<file path="config.mk">
export PLATFORM = sky130hd
export DESIGN_NAME = pipeline_hazard_ctrl_flat
export DESIGN_NICKNAME = d
export VERILOG_FILES = /design/src/rtl/pipeline_hazard_ctrl_if.sv /design/src/rtl/pipeline_hazard_ctrl.sv /design/src/flat_wrapper.sv
export SDC_FILE = /design/constraint.sdc
export NUM_CORES = 1
export LEC_CHECK = 0
export BUFFER_PORTS_ARGS = -buffer_cell sky130_fd_sc_hd__buf_2
export CAP_MARGIN = 20
export CORE_ASPECT_RATIO = 1.1
export CORE_MARGIN = 2
export CORE_UTILIZATION = 39
export CTS_CLUSTER_DIAMETER = 30
export DETAILED_ROUTE_END_ITERATION = 12
export GPL_TIMING_DRIVEN = 1
export PLACE_DENSITY_LB_ADDON = 0.12
export SYNTH_ARGS = -nofsm -noshare
export SYNTH_HDL_FRONTEND = slang
export SYNTH_SLANG_ARGS = --single-unit
</file>
<file path="constraint.sdc">
create_clock -name clk -period 1.9 [get_ports clk]
set_input_delay 0.38 -clock clk [delete_from_list [all_inputs] [get_ports clk]]
set_output_delay 0.38 -clock clk [all_outputs]
set_load 0.03 [all_outputs]
</file>
<file path="src/rtl/pipeline_hazard_ctrl_if.sv">
// pipeline_hazard_ctrl_if: hazard-unit bus; master drives decoder/EX status, slave returns pipeline controls and counters.
interface pipeline_hazard_ctrl_if #(parameter int CNT_W = 32);
  logic [4:0] id_rs1;
  logic [4:0] id_rs2;
  logic id_halt;
  logic ex_memread;
  logic [4:0] ex_rd;
  logic ex_redirect;
  logic pc_write;
  logic ifid_write;
  logic ifid_flush;
  logic idex_flush;
  logic halted;
  logic [CNT_W-1:0] stall_cycles;
  logic [CNT_W-1:0] flush_cycles;
  modport master (
    output id_rs1, id_rs2, id_halt, ex_memread, ex_rd, ex_redirect,
    input pc_write, ifid_write, ifid_flush, idex_flush, halted, stall_cycles, flush_cycles
  );
  modport slave (
    input id_rs1, id_rs2, id_halt, ex_memread, ex_rd, ex_redirect,
    output pc_write, ifid_write, ifid_flush, idex_flush, halted, stall_cycles, flush_cycles
  );
endinterface

</file>
<file path="src/rtl/pipeline_hazard_ctrl.sv">
// pipeline_hazard_ctrl: load-use stall, redirect squash and halt-drain sequencing for a 5-stage pipeline.
// Optional saturating stall/flush counters are built only when PERF_COUNTERS_EN is defined.
module pipeline_hazard_ctrl #(
  parameter int unsigned DRAIN_CYCLES = 3,
  parameter int CNT_W = 32
) (
  input logic clk,
  input logic reset,
  pipeline_hazard_ctrl_if.slave bus
);
  typedef enum logic [1:0] {RUN, DRAIN, HALTED} state_t;
  state_t state_q, state_d;
  logic [3:0] cnt_q, cnt_d;
  logic halted_q, halted_d;
  logic load_use, run, take_halt, drain_done;
  assign load_use = bus.ex_memread && bus.ex_rd != 5'd0 &&
                    (bus.ex_rd == bus.id_rs1 || bus.ex_rd == bus.id_rs2);
  assign run = state_q == RUN;
  assign take_halt = run && !bus.ex_redirect && !load_use && bus.id_halt;
  assign drain_done = state_q == DRAIN && cnt_q == 4'd0;
  // redirect overrides both stall sources, so a squashed halt never freezes fetch
  assign bus.pc_write = run && (bus.ex_redirect || !(load_use || bus.id_halt));
  assign bus.ifid_write = bus.pc_write;
  assign bus.ifid_flush = run && bus.ex_redirect;
  assign bus.idex_flush = !run || bus.ex_redirect || load_use;
  assign bus.halted = halted_q;
  always_comb begin
    state_d = take_halt ? DRAIN : drain_done ? HALTED : state_q;
    cnt_d = take_halt ? 4'(DRAIN_CYCLES - 1) : (state_q == DRAIN && cnt_q != 4'd0) ? cnt_q - 4'd1 : cnt_q;
    halted_d = halted_q || drain_done;
  end
  always_ff @(posedge clk or posedge reset) begin
    if (reset) begin
      state_q <= RUN;
      cnt_q <= 4'd0;
      halted_q <= 1'b0;
    end else begin
      state_q <= state_d;
      cnt_q <= cnt_d;
      halted_q <= halted_d;
    end
  end
`ifdef PERF_COUNTERS_EN
  logic [CNT_W-1:0] stall_q, stall_d, flush_q, flush_d;
  always_comb begin
    stall_d = (run && !bus.ex_redirect && load_use && !(&stall_q)) ? stall_q + 1'b1 : stall_q;
    flush_d = (run && bus.ex_redirect && !(&flush_q)) ? flush_q + 1'b1 : flush_q;
  end
  always_ff @(posedge clk or posedge reset) begin
    if (reset) begin
      stall_q <= '0;
      flush_q <= '0;
    end else begin
      stall_q <= stall_d;
      flush_q <= flush_d;
    end
  end
  assign bus.stall_cycles = stall_q;
  assign bus.flush_cycles = flush_q;
`else
  assign bus.stall_cycles = '0;
  assign bus.flush_cycles = '0;
`endif
endmodule

</file>
<file path="src/flat_wrapper.sv">
// flat-port wrapper written by rule: the top's interface ports become plain ports
module pipeline_hazard_ctrl_flat 
#(
  parameter int unsigned DRAIN_CYCLES = 3,
  parameter int CNT_W = 32
)
  (clk, reset, bus_id_rs1, bus_id_rs2, bus_id_halt, bus_ex_memread, bus_ex_rd, bus_ex_redirect, bus_pc_write, bus_ifid_write, bus_ifid_flush, bus_idex_flush, bus_halted, bus_stall_cycles, bus_flush_cycles);
  pipeline_hazard_ctrl_if #(.CNT_W(CNT_W)) bus_i ();
  input logic clk;
  input logic reset;
  input wire logic [$bits(bus_i.id_rs1)-1:0] bus_id_rs1;
  input wire logic [$bits(bus_i.id_rs2)-1:0] bus_id_rs2;
  input wire logic [$bits(bus_i.id_halt)-1:0] bus_id_halt;
  input wire logic [$bits(bus_i.ex_memread)-1:0] bus_ex_memread;
  input wire logic [$bits(bus_i.ex_rd)-1:0] bus_ex_rd;
  input wire logic [$bits(bus_i.ex_redirect)-1:0] bus_ex_redirect;
  output wire logic [$bits(bus_i.pc_write)-1:0] bus_pc_write;
  output wire logic [$bits(bus_i.ifid_write)-1:0] bus_ifid_write;
  output wire logic [$bits(bus_i.ifid_flush)-1:0] bus_ifid_flush;
  output wire logic [$bits(bus_i.idex_flush)-1:0] bus_idex_flush;
  output wire logic [$bits(bus_i.halted)-1:0] bus_halted;
  output wire logic [$bits(bus_i.stall_cycles)-1:0] bus_stall_cycles;
  output wire logic [$bits(bus_i.flush_cycles)-1:0] bus_flush_cycles;
  assign bus_i.id_rs1 = bus_id_rs1;
  assign bus_i.id_rs2 = bus_id_rs2;
  assign bus_i.id_halt = bus_id_halt;
  assign bus_i.ex_memread = bus_ex_memread;
  assign bus_i.ex_rd = bus_ex_rd;
  assign bus_i.ex_redirect = bus_ex_redirect;
  assign bus_pc_write = bus_i.pc_write;
  assign bus_ifid_write = bus_i.ifid_write;
  assign bus_ifid_flush = bus_i.ifid_flush;
  assign bus_idex_flush = bus_i.idex_flush;
  assign bus_halted = bus_i.halted;
  assign bus_stall_cycles = bus_i.stall_cycles;
  assign bus_flush_cycles = bus_i.flush_cycles;
  pipeline_hazard_ctrl #(.DRAIN_CYCLES(DRAIN_CYCLES), .CNT_W(CNT_W)) u_core (.clk(clk), .reset(reset), .bus(bus_i));
endmodule
</file>
== Yosys cells after proc, flatten, opt, wreduce, memory -nomap -nowiden ==
Cells that the tools add are included.
Cells by class
  add/subtract/negate cells: 1
  equality and inequality tests: 3
  muxes and demuxes: 4
  reduce and logical (&&, ||, !) cells: 25
Operators with widths (count)
  == test 5 bit: 2
  logical AND 1 bit: 9
  2-to-1 mux 4 bit: 2
  logical OR 1 bit: 6
  nonzero test 5 bit: 1
  zero test 1 bit: 4
  zero test 4 bit: 1
  2-to-1 mux 2 bit: 2
  nonzero test 2 bit: 2
  nonzero test 4 bit: 1
  subtractor 4 x 1 -> 4 bit, second input constant: 1
  == test 2 x 1 -> 1 bit, second input constant: 1
  zero test 2 bit: 1
Word-level totals
  flip-flop bits (word level): 7
  input port bits: 20
  output and inout port bits: 69
  logic and storage cells: 36

== Depth between registers and ports, before layout ==
  word-level depth: 7
  mapped depth: 6
  gate-level depth less buffers: 6

== Worst setup path before layout ==
Ideal clock, no wire load.
  kind: input to output
  start point: input bus_ex_rd[2]
  end point: output bus_idex_flush
  arrival: 1.597 ns
  data required time: 1.520 ns
  slack: -0.077 ns
  cell stages on the path: 4
  buffers on the path: 0
  cells stage by stage: xor2_1 -> nor3_1 -> a22oi_2 -> o21ai_0
On the way
  cells in the longest elaborated chain, start to end: 4
  elaborated cells on any way between the ends: 7
  those cells by class: eq/ne (2); reduce/logical (5)
Ends and longest elaborated chain
  start: declaration: RTL line flat_wrapper.sv:15  | input wire logic [$bits(bus_i.ex_rd)-1:0] bus_ex_rd;
  == test 5 bit / nonzero test 5 bit (equally long branches): RTL line pipeline_hazard_ctrl.sv:17, pipeline_hazard_ctrl.sv:16
  logical OR 1 bit / logical AND 1 bit (equally long branches): RTL line pipeline_hazard_ctrl.sv:17, pipeline_hazard_ctrl.sv:16
  logical AND 1 bit (*): RTL line pipeline_hazard_ctrl.sv:16  | assign load_use = bus.ex_memread && bus.ex_rd != 5'd0 &&
  logical OR 1 bit (*): RTL line pipeline_hazard_ctrl.sv:25  | assign bus.idex_flush = !run || bus.ex_redirect || load_use;
  end: declaration: RTL line flat_wrapper.sv:20  | output wire logic [$bits(bus_i.idex_flush)-1:0] bus_idex_flush;
Every way passes the cells marked *; elsewhere a longest branch is shown, timed or not.

== Worst setup path after layout ==
  start point: input bus_ex_rd[0]
  end point: output bus_ifid_write
On the way
  cells in the longest elaborated chain, start to end: 7
  elaborated cells on any way between the ends: 10
  those cells by class: eq/ne (2); reduce/logical (8)
Ends and longest elaborated chain
  == test 5 bit / nonzero test 5 bit (equally long branches): RTL line pipeline_hazard_ctrl.sv:17, pipeline_hazard_ctrl.sv:16
  logical OR 1 bit / logical AND 1 bit (equally long branches): RTL line pipeline_hazard_ctrl.sv:17, pipeline_hazard_ctrl.sv:16
  logical AND 1 bit (*): RTL line pipeline_hazard_ctrl.sv:16
  logical OR 1 bit (*): RTL line pipeline_hazard_ctrl.sv:22  | assign bus.pc_write = run && (bus.ex_redirect || !(load_use || bus.id_halt));
  zero test 1 bit (*): RTL line pipeline_hazard_ctrl.sv:22
  logical OR 1 bit (*): RTL line pipeline_hazard_ctrl.sv:22
  logical AND 1 bit (*): RTL line pipeline_hazard_ctrl.sv:22
  end: declaration: RTL line flat_wrapper.sv:18  | output wire logic [$bits(bus_i.ifid_write)-1:0] bus_ifid_write;
Marked as above.

==> metrics.md <==
| Metric | Value |
|---|---|
| Port Buffers | 24 |
| Max rail drop VDD | approximately 0.50 mV |
| Clk root buf | clkbuf_4 |
| Worst-path fanout max | 3 |
| Die height | 58.5 microns |
| Final worst-path cycle share | 99.4% |
| Worst r2r src | u_core.cnt_q[0]$_DFFE_PP0P_ |
| Int Pwr | 0.000509 W |
| CP Capture Type | output pin |
| Global-route wire length before repair | 2190 microns |
| Antenna violations before repair | 0 |
| Fmax achieved | 0.529 GHz |
| Final setup fails | 0 |
| Power Dens Cells | 933 nW/um^2 |
| IO Pins | 89 |
| Core area | 2540 sq um |
| Ant. Diodes | 0 |
| Slew Viols, Final | 0 |
| Netlist Area Pre-Place | 1050 sq um |
| Leak | 0.601 nW |
| Crit Path Class | in -> out |
| Die width | between 50 and 60 microns |
| Setup crit start | bus_ex_rd[0] |
| Worst Reg2Reg Path Length in Cells | 5 |
| Total wire length | 1490 microns |
| H-tree depth | 1 |
| P&R area growth vs syn | 1.66% |
| Post-DR wirelength/cell | 8.07 microns |
| Clock power share | 13.1% |
| Post-CTS Hold Buffers | 0 |
| Worst setup SP type | input pin |
| Hold Slack | ~0.055 ns |
| Seq pwr share | between 20% and 30% |
| Clk_lat worst skew | around 0.25 ns |
| Syn. warnings | 0 |
| Max Cap Viol | 0 |
| RSZ-0062 raised after global routing | true |
| Critical Path AT | 1.51 ns |
| Global Route Usage Sum | 9.64% |
| Clock-pin slew on the worst setup and hold paths | ~0.05 ns |
| Sw frac | 49.1% |
| GPL Wtd Cong | 0.758 |
| CTS tree | done |
| TritonCTS buffer count | 3 |
| Number of global-route vias before repair | 566 |
| Clk_skew | 0.00473 ns |
| CP Data Required Time | 1.52 ns |
| Layout net count | ~180 |
| Clock Path Buffers | 2 |
| Post-DP HPWL | 1370 microns |
| Synth cell types | 29 |
| Initial Util | 41.4% |
| Vias | 691 |
| Post-DRT Antenna Nets | 0 |
| Share of cells above drive strength 1 | about a quarter |
| Drt initial violations | 1 |
| Drt drc | 0 |
| Core Rows | 19 |
| Largest net degree at the start of global routing | 8 |
| Mean area per synthesized cell | 8.50 sq um |
| Via/cell ratio | 3.74 |
| Minimum clock period | 1.89 ns |
| Outcome | complete, no violations |
| Final hold violations | 0 |
| Die Area | ~3100 sq um |
| Switching pwr | 0.000490 W |
| Register bit total from synthesis | 7 |
| Combinational power share | 58.5% |
| Grt total ovfl | 0 |
| DRT Pass-1 Iters | 2 |
| Worst hold path type | in -> async |
| Synth Instances | 124 |
| Seq/Total Area, Yosys | between 10% and 20% |
| Final Util | 42.1% |
| Num Clock Sinks | 7 |
## critical path, stage by stage
cell and delay, ns:
buf_8 0.10, or4_4 0.54, o21ai_4 0.17, o311a_4 0.19, buf_6 0.13
## layer usage
layer | global-route usage (%) | wire, microns | vias to the layer above
li1 | - | - | 335
met1 | 9.81 | 500 | 305
met2 | 17.1 | 805 | 49
met3 | 2.79 | 177 | 2
met4 | 5.49 | 10 | 0
met5 | 0 | 0 | -
## state kept, by name (all words and copies together), names as in the netlist
register	count
u_core.cnt_q	4
u_core.bus.halted	1
u_core.state_q	2
## kinds of logic after synthesis
family                     synth area share, %
AOI/OAI and AO/OA                         11.0
xor gates and xnor gates                  10.8
adders and majority gates                 2.37
buffers and inverters                     47.9
DFF                                       16.6
other                                    0.356
and+or+nand+nor                           10.9
## layout make-up
cell class,instances,area [sq um]
Clock buffer,4,26.3
Multi-Input combinational cell,111,631
Inverter,3,11.3
Fill cell,279,1470
Tap cell,31,38.8
Sequential cell,7,175
Timing Repair Buffer,29,189
## cell usage after synthesis, drive strengths merged
| master | count | share of area (%) |
|---|---|---|
| nand2 | 1 | 0.36 |
| and2b | 1 | 0.71 |
| a211oi | 3 | 2.1 |
| or4 | 1 | 1.1 |
| a211o | 1 | 0.83 |
| o21ai | 2 | 2.0 |
| a221o | 1 | 0.95 |
| a21o | 3 | 2.1 |
| ha | 2 | 2.4 |
| xor2 | 12 | 10 |
| inv | 3 | 1.1 |
| a22oi | 1 | 1.2 |
| nand3 | 2 | 0.95 |
| nor3 | 4 | 1.9 |
| conb | 1 | 0.36 |
| nor2 | 3 | 1.1 |
| nor3b | 2 | 1.4 |
| nand2b | 1 | 0.59 |
| and2 | 3 | 2.0 |
| o311a | 1 | 1.1 |
| buf | 65 | 46 |
| o21a | 1 | 0.71 |
| xnor2 | 1 | 0.83 |
| clkbuf | 1 | 0.47 |
| dfrtp | 7 | 17 |
| or3b | 1 | 0.83 |
## cell usage in the layout, fill, tap and decap left out, types with 2 or more instances in the layout
cell and count:
nor3b_1 2, ha_1 2, nand3_1 2, nor3_1 2, xor2_1 12, conb_1 64, inv_1 3, a21o_1 3
nor2_1 3, clkbuf_4 3, a211oi_1 3, nor3_2 2, dfrtp_1 7, buf_2 19, buf_4 6, buf_6 3
## final timing paths
path	slack [ns]	endpoint
setup / recovery	0.01	bus_ifid_write
hold / removal	0.05	u_core.cnt_q[2]$_DFFE_PP0P_
setup reg to reg	0.30	u_core.state_q[0]$_DFFE_PP0P_
hold reg to reg	0.45	u_core.bus.halted$_DFF_PP0_
max in group asynchronous	1.62	u_core.bus.halted$_DFF_PP0_
min in group clk	0.45	u_core.bus.halted$_DFF_PP0_
## power by group through the flow
| stage | sequential (W) | combinational [W] | clock [W] |
|---|---|---|---|
| finish | 0.000284 | 0.000585 | 0.000131 |
| detailed placement | 0.000290 | 0.000563 | 0 |
| global placement | 0.000290 | 0.000559 | 0 |
| floorplan | 0.000295 | 0.000541 | 0 |
| CTS | 0.000287 | 0.000585 | 0.000137 |
| global route | 0.000299 | 0.000642 | 0.000147 |
## through the flow
stage                     instance area (sq um)  total power (W)  setup TNS, ns  setup slack, ns  std cells
after floorplan                            1300         0.000836              0           0.0331        187
after global placement                      988         0.000849         -0.112          -0.0468        179
after detailed placement                    988         0.000852         -0.165          -0.0758        179
after CTS                                  1060          0.00101              0          0.00275        184
after global routing                       1070          0.00109        -0.0439          -0.0164        185
final                                      1070         0.000999              0           0.0114        185
## what timing repair did
action / in CTS / in global routing
resized for setup: 10 / 3
buffers inserted: 1 / 1
pin swaps: 0 / 2
setup endpoints to repair: 3 / 3
No activity file was read; power rests on OpenSTA's default activity.
